`config.mk`:
```
export PLATFORM = sky130hd
export DESIGN_NAME = hockey_arena
export DESIGN_NICKNAME = d
export VERILOG_FILES = /design/src/rtl/hockey_arena.sv
export SDC_FILE = /design/constraint.sdc
export NUM_CORES = 1
export LEC_CHECK = 0
export ABC_AREA = 1
export CAP_MARGIN = 20
export CORE_AREA = 3 3 86 88
export CTS_BUF_LIST = sky130_fd_sc_hd__clkbuf_4
export DETAILED_ROUTE_END_ITERATION = 8
export DIE_AREA = 0 0 89 91
export DONT_BUFFER_PORTS = 1
export HOLD_SLACK_MARGIN = 0.08
export SETUP_SLACK_MARGIN = 0.4
export SLEW_MARGIN = 5
export SYNTH_ARGS = -nofsm -noshare
export SYNTH_HDL_FRONTEND = slang
export SYNTH_SLANG_ARGS = --single-unit
```
`constraint.sdc`:
```
create_clock -name clk -period 4.8 [get_ports clk]
set_clock_uncertainty 0.05 [all_clocks]
set_input_delay 0.96 -clock clk [delete_from_list [all_inputs] [get_ports clk]]
set_output_delay 0.96 -clock clk [all_outputs]
set_load 0.05 [all_outputs]
```
`src/rtl/hockey_arena.sv`:
```
// rtl/hockey_arena.sv - parametrised air-hockey game engine
module hockey_arena #(
  parameter int FIELD_X     = 5,
  parameter int FIELD_Y     = 5,
  parameter int COORD_W     = 3,
  parameter int STEP_CYCLES = 2,
  parameter int RESP_WINDOW = 4,
  parameter int GOAL_CYCLES = 3,
  parameter int WIN_SCORE   = 3,
  parameter int SCORE_W     = 4
) (
  input  logic               clk,
  input  logic               rst,
  input  logic               BTN_A,
  input  logic               BTN_B,
  input  logic [1:0]         DIR_A,
  input  logic [1:0]         DIR_B,
  input  logic [COORD_W-1:0] Y_in_A,
  input  logic [COORD_W-1:0] Y_in_B,
  output logic [COORD_W-1:0] X_COORD,
  output logic [COORD_W-1:0] Y_COORD,
  output logic [SCORE_W-1:0] SCORE_A,
  output logic [SCORE_W-1:0] SCORE_B,
  output logic [3:0]         GAME_STATE,
  output logic [1:0]         WINNER
);
  typedef enum logic [3:0] {
    IDLE      = 4'd0,
    SERVE_A   = 4'd1,
    SERVE_B   = 4'd2,
    MOVE_AB   = 4'd3,
    MOVE_BA   = 4'd4,
    RESP_A    = 4'd5,
    RESP_B    = 4'd6,
    GOAL      = 4'd7,
    MATCH_END = 4'd8
  } state_t;

  localparam int STEP_W = $clog2(STEP_CYCLES) + 1;
  localparam int RESP_W = $clog2(RESP_WINDOW) + 1;
  localparam int GOAL_W = $clog2(GOAL_CYCLES) + 1;
  localparam logic [COORD_W-1:0] X_LAST   = COORD_W'(FIELD_X - 1);
  localparam logic [COORD_W-1:0] Y_LAST   = COORD_W'(FIELD_Y - 1);
  localparam logic [STEP_W-1:0]  STEP_END = STEP_W'(STEP_CYCLES - 1);
  localparam logic [RESP_W-1:0]  RESP_END = RESP_W'(RESP_WINDOW - 1);
  localparam logic [GOAL_W-1:0]  GOAL_END = GOAL_W'(GOAL_CYCLES - 1);
  localparam logic [SCORE_W-1:0] WIN      = SCORE_W'(WIN_SCORE);
  localparam logic [1:0]         DIR_UP   = 2'b01;
  localparam logic [1:0]         DIR_DOWN = 2'b10;

  state_t             state;
  logic [STEP_W-1:0]  step_cnt;
  logic [RESP_W-1:0]  win_cnt;
  logic [GOAL_W-1:0]  goal_cnt;
  logic [1:0]         dir;
  logic               scorer_b;
  logic [COORD_W-1:0] y_next;
  logic [1:0]         dir_next;
  logic [COORD_W-1:0] y_serve_a;
  logic [COORD_W-1:0] y_serve_b;

  assign GAME_STATE = state;

  // Y after one step, reflecting off the top and bottom walls
  always_comb begin
    y_next   = Y_COORD;
    dir_next = dir;
    if (dir == DIR_UP) begin
      if (Y_COORD == Y_LAST) begin
        y_next   = Y_LAST - 1'b1;
        dir_next = DIR_DOWN;
      end else begin
        y_next = Y_COORD + 1'b1;
      end
    end else if (dir == DIR_DOWN) begin
      if (Y_COORD == '0) begin
        y_next   = COORD_W'(1);
        dir_next = DIR_UP;
      end else begin
        y_next = Y_COORD - 1'b1;
      end
    end
  end

  always_comb begin
    y_serve_a = (Y_in_A > Y_LAST) ? Y_LAST : Y_in_A;
    y_serve_b = (Y_in_B > Y_LAST) ? Y_LAST : Y_in_B;
  end

  always_ff @(posedge clk or posedge rst) begin
    if (rst) begin
      state    <= IDLE;
      X_COORD  <= '0;
      Y_COORD  <= '0;
      SCORE_A  <= '0;
      SCORE_B  <= '0;
      WINNER   <= 2'b00;
      step_cnt <= '0;
      win_cnt  <= '0;
      goal_cnt <= '0;
      dir      <= 2'b00;
      scorer_b <= 1'b0;
    end else begin
      case (state)
        IDLE: begin
          if (BTN_A) begin
            state   <= SERVE_A;
            X_COORD <= '0;
          end else if (BTN_B) begin
            state   <= SERVE_B;
            X_COORD <= X_LAST;
          end
        end
        SERVE_A: begin
          if (BTN_A) begin
            Y_COORD  <= y_serve_a;
            dir      <= DIR_A;
            step_cnt <= '0;
            state    <= MOVE_AB;
          end
        end
        SERVE_B: begin
          if (BTN_B) begin
            Y_COORD  <= y_serve_b;
            dir      <= DIR_B;
            step_cnt <= '0;
            state    <= MOVE_BA;
          end
        end
        MOVE_AB, MOVE_BA: begin
          if (step_cnt == STEP_END) begin
            step_cnt <= '0;
            win_cnt  <= '0;
            Y_COORD  <= y_next;
            dir      <= dir_next;
            if (state == MOVE_AB) begin
              X_COORD <= X_COORD + 1'b1;
              if (X_COORD == X_LAST - 1'b1) state <= RESP_B;
            end else begin
              X_COORD <= X_COORD - 1'b1;
              if (X_COORD == COORD_W'(1)) state <= RESP_A;
            end
          end else begin
            step_cnt <= step_cnt + 1'b1;
          end
        end
        RESP_A: begin
          if (BTN_A && Y_in_A == Y_COORD) begin
            dir      <= DIR_A;
            step_cnt <= '0;
            state    <= MOVE_AB;
          end else if (BTN_A || win_cnt == RESP_END) begin
            SCORE_B  <= SCORE_B + 1'b1;
            scorer_b <= 1'b1;
            goal_cnt <= '0;
            state    <= GOAL;
          end else begin
            win_cnt <= win_cnt + 1'b1;
          end
        end
        RESP_B: begin
          if (BTN_B && Y_in_B == Y_COORD) begin
            dir      <= DIR_B;
            step_cnt <= '0;
            state    <= MOVE_BA;
          end else if (BTN_B || win_cnt == RESP_END) begin
            SCORE_A  <= SCORE_A + 1'b1;
            scorer_b <= 1'b0;
            goal_cnt <= '0;
            state    <= GOAL;
          end else begin
            win_cnt <= win_cnt + 1'b1;
          end
        end
        GOAL: begin
          // the player who conceded serves from their own goal column
          if (goal_cnt == GOAL_END) begin
            if (scorer_b) begin
              if (SCORE_B == WIN) begin
                state  <= MATCH_END;
                WINNER <= 2'b10;
              end else begin
                state   <= SERVE_A;
                X_COORD <= '0;
              end
            end else begin
              if (SCORE_A == WIN) begin
                state  <= MATCH_END;
                WINNER <= 2'b01;
              end else begin
                state   <= SERVE_B;
                X_COORD <= X_LAST;
              end
            end
          end else begin
            goal_cnt <= goal_cnt + 1'b1;
          end
        end
        MATCH_END: ;
        default: state <= IDLE;
      endcase
    end
  end
endmodule

```
== Word level (Yosys, flattened, before mapping) ==
Cells that the tools add are included.
W data, S select, Z words.

* Word-level logic and storage cells: 166
* Output and inout bits: 20
* Bits in registers: 31

* $lt $le $gt $ge: 2
* Bitwise gates (word level): 3
* Equal/unequal tests: 44
* Reductions and logical operators: 25
* $add $sub $neg: 9
* Mux-type cells: 72

{| class="wikitable"
|+ Operators by type and width
! kind !! number
|-
| $mux W3 || 27
|-
| $mux W4 || 16
|-
| $pmux W3 S3 || 4
|-
| $mux W2 || 17
|-
| $pmux W4 S8 || 1
|-
| $ne A3 B3 Y1 const B || 10
|-
| $ne A2 B2 Y1 const B || 13
|-
| $pmux W2 S5 || 2
|-
| $reduce_and A6 Y1 || 3
|-
| $eq A4 B2 Y1 const B || 4
|-
| $eq A4 B3 Y1 const B || 4
|-
| $reduce_and A5 Y1 || 3
|-
| $add A3 B1 Y3 const B || 4
|-
| $reduce_bool A3 Y1 || 4
|-
| $reduce_and A10 Y1 || 1
|-
| $eq A3 B2 Y1 const B || 3
|-
| $reduce_and A9 Y1 || 1
|-
| $add A4 B1 Y4 const B || 2
|-
| $eq A3 B3 Y1 || 2
|-
| $gt A3 B3 Y1 const B || 2
|-
| $reduce_and A3 Y1 || 2
|-
| $sub A3 B1 Y3 const B || 2
|-
| $reduce_bool A5 Y1 || 1
|-
| $eq A2 B1 Y1 const B || 2
|-
| other kinds (17) || 25
|}

== Depth between registers and ports, before layout ==
* Depth in word-level cells: 6
* Mapped depth: 12
* Depth with buffers taken out: 12

== Worst setup path before layout ==
No wires, ideal clock.

* Path type: input to register
* Start: input Y_in_B[2]
* End: register SCORE_A[2]
* Library setup time: 123 ps
* Required time: 4627 ps
* Slack: 2968 ps
* Arrival: 1659 ps
* Buffers on the path: 0
* Stages: 7
* Cell sequence: o21ai_0 nor2_1 nand2_1 nand2_2 nor2_4 nand2_1 xor2_1

* Longest elaborated chain between the ends: 4

{| class="wikitable"
|+ Ends and longest elaborated chain
! element !! line !! source
|-
| start: declaration || 19 || <nowiki>input logic [COORD_W-1:0] Y_in_B,</nowiki>
|-
| $eq A3 B3 Y1 || 162 || <nowiki>if (BTN_B && Y_in_B == Y_COORD) begin</nowiki>
|-
| $logic_and A1 B1 Y1 || 162 ||
|-
| $not A1 Y1 (no line) || -- ||
|-
| $reduce_and A3 Y1 (no line) || -- ||
|-
| end signal: assignment || 167 || <nowiki>SCORE_A <= SCORE_A + 1'b1;</nowiki>
|-
| end: declaration || 22 || <nowiki>output logic [SCORE_W-1:0] SCORE_A,</nowiki>
|}

No other way between the ends.
A chain may end at the register's enable or synchronous reset.

== Final worst setup path ==
* Start: register state[0] (netlist: GAME_STATE[0])
* End: output GAME_STATE[0]

{| class="wikitable"
|+ RTL lines
! element !! line !! source
|-
| start: declaration || 51 || <nowiki>state_t state;</nowiki>
|-
| start signal: assignment || 92 || <nowiki>state <= IDLE;</nowiki>
|-
| start signal: assignment || 107 || <nowiki>state <= SERVE_A;</nowiki>
|-
| start signal: assignment || 110 || <nowiki>state <= SERVE_B;</nowiki>
|-
| end: declaration || 24 || <nowiki>output logic [3:0] GAME_STATE,</nowiki>
|}

No word-level cell between the ends.

==> flow_summary.toml <==
[finish]
multi_input_area_mm2 = 0.00133
area_delta_synth_final_pct = 6.50
final_cell_mix = "nand2_1 (109), inv_1 (45), dfrtp_1 (31)"
layout_commonest_cell = "nand2_1"
regArea_um2 = 776
fin_nets = 366
drive_above_1_share = 0.118
antennaDiodeCount = 0
n_fill_cell = 713

[global_routing]
grt_pass1_wl_mm = 9.25
antenna_found_initial = 0
overflow = 0
grt_pass1_vias = 1867
grt_max_degree = 32
grt_util_all_layers = 0.147

[cts]
tritoncts = "built"
cts_sinks = 31
holdBufCountCts = 0
cts_buffer_depth = 2
ctsResizeCount = 0
htreeDepth = 2
clk_pin_slew_ns = 0.11
cts_inserted_buffers = 5
cts_setup_buffers = 0
worstSkewPairLatency_ns = 0.35
cts-root-buf = "clkbuf_4"

[power_and_ir_drop]
ir_worst_vdd_uv = 250
fin_total_pwr_uw = 1810
seq_power_share = 0.396
power_density_mw_per_mm2 = 738
leakagePower_uw = 0.00129
p_switching_uw = 1090
p_clk_frac = 0.090
swShare = 0.599
cell_internal_pwr_uw = 728
pwr-share-comb = 0.513

[synthesis]
synth_top_family_by_area = "simple AND/OR/NAND/NOR gates"
syn_nets = 360
synthSimpleGateAreaFrac = 0.375
syn_inst = 332
yosysSeqAreaShare = 0.336
ys_seq_elements = 31
ys_warn_count = 0
synth_cell_types = 30
syn_avg_cell_area_um2 = 6.96
synth_compound_area_frac = 0.0948
synth_xor_area_frac = 0.0303
synth_fa_ha_area_frac = 0.0758
synth_area_mm2 = 0.00231
yosys-mux-area-fraction = 0

[die]
dieArea_mm2 = 0.00810
row_count = 30
initial_core_util = 0.344
core_area_mm2 = 0.00672
ios = 34
fp.dieH_um = 91
die_x_um = 89

[placed_design]
dp_slack_ns = 2.65
dpl.hpwl_mm = 4.43
port_buffers = 0
gp_congestion = 0.866

[critical_path]
worstPathMaxFanout = 8
rr_worst_depth = 12
timing.reg2reg.setup_slack_ns = 2.61
cp.required_ns = 3.79
start_kind = "flip-flop"
worst-path-stages = 0
cp.arrival_ns = 1.18
critPathKind = "reg2out"
end_kind = "output port"

[hold_path]
hold_depth = 2
hold_class = "reg2reg"

[drt]
drtPass1Iterations = 4
first_iter_violations = 108
vias = 2041
post_drt_wl_per_cell_um = 13.4
drc = 0
ant_nets = 0
wl_mm = 5.63
vias_per_cell = 4.87

[sta]
hold_viol = 0
period_minus_slack_ns = 2.19
final.setup.tns_ns = 0
worst_pin_slew_ns = 0.724
rsz0062_at_grt = "no"
setup_viol = 0
report.final.slew_viol_count = 0
relSlewSlack = 0.518
period_share = 0.456
fin_ws_ns = 2.61
max_freq_mhz = 457

[flow_run]
drv_cap = 0

[run_status]
status = "finished, final reports clean"
worst paths after layout:
path / start / end
max: GAME_STATE[0]$_DFFE_PP0P_ / GAME_STATE[0]
min: dir[1]$_DFFE_PP0P_ / dir[1]$_DFFE_PP0P_
max reg2reg: GAME_STATE[2]$_DFFE_PP0P_ / Y_COORD[1]$_DFFE_PP0P_
min reg2reg: dir[1]$_DFFE_PP0P_ / dir[1]$_DFFE_PP0P_
max in group asynchronous: rst / dir[1]$_DFFE_PP0P_
min in group asynchronous: rst / GAME_STATE[1]$_DFFE_PP0P_
power by group through the flow:
stage / clock (uW) / combinational (uW) / sequential (uW)
4_1_cts: 172 / 931 / 723
6_report: 164 / 931 / 719
3_5_place_dp: 0 / 925 / 728
3_3_place_gp: 0 / 917 / 726
2_1_floorplan: 0 / 767 / 686
5_1_grt: 180 / 1080 / 739
per-layer routing:
layer	GRT usage	part of all wire	vias to the layer above	routed length [um]
met5	0	0	-	0
li1	-	-	1059	-
met4	0.0298	0.0092	0	52
met3	0.0481	0.080	6	453
met2	0.224	0.45	52	2540
met1	0.204	0.46	924	2590
flip-flops by register name, summed over array words and instances (netlist names), 3 cells and up:
name / flops
goal_cnt: 3
win_cnt: 3
GAME_STATE: 4
Y_COORD: 3
X_COORD: 3
SCORE_B: 4
SCORE_A: 4
synthesized netlist by cell type, drive strengths merged:
cell type    n  share of area
o21ai       25          0.059
a21oi        5          0.016
clkinv       1         0.0022
inv         49          0.080
nand3b       1         0.0033
xnor2        2         0.0076
ha          14          0.076
nand2      118           0.21
a21boi       1         0.0033
nand4        6          0.016
o211ai       1         0.0033
or2          1         0.0027
nand3       27          0.063
nor2        37          0.080
buf          2         0.0065
nor3         1         0.0022
o21a         1         0.0033
xor2         6          0.023
a22oi        2         0.0065
o2111ai      1         0.0038
dfrtp       31           0.34
through the flow:
stage	util	area (um^2)	hold slack [ns]	instances
after detailed placement	0.358	2400	0.421	411
after CTS	0.366	2460	0.445	419
after floorplan	-	2310	0.392	332
after global routing	0.366	2460	0.464	419
final	0.366	2460	0.444	419
after global placement	0.358	2400	0.411	411
cells by family after synthesis:
| group | count (synthesis) |
|---|---|
| AND/OR/NAND/NOR | 191 |
| buffers and inverters | 52 |
| AO/OA/AOI/OAI | 36 |
| flip-flops | 31 |
| adder cells (fa/ha/maj) | 14 |
| XOR/XNOR | 8 |
cell type report:
cell class / instances / area share
Sequential cell: 31 / 0.315
Tap cell: 80 / 0.0407
Multi-Input combinational cell: 249 / 0.541
Inverter: 50 / 0.0768
Clock buffer: 5 / 0.0153
Clock inverter: 3 / 0.00814
Timing Repair Buffer: 1 / 0.00305
No activity file was read; power rests on OpenSTA's default activity.
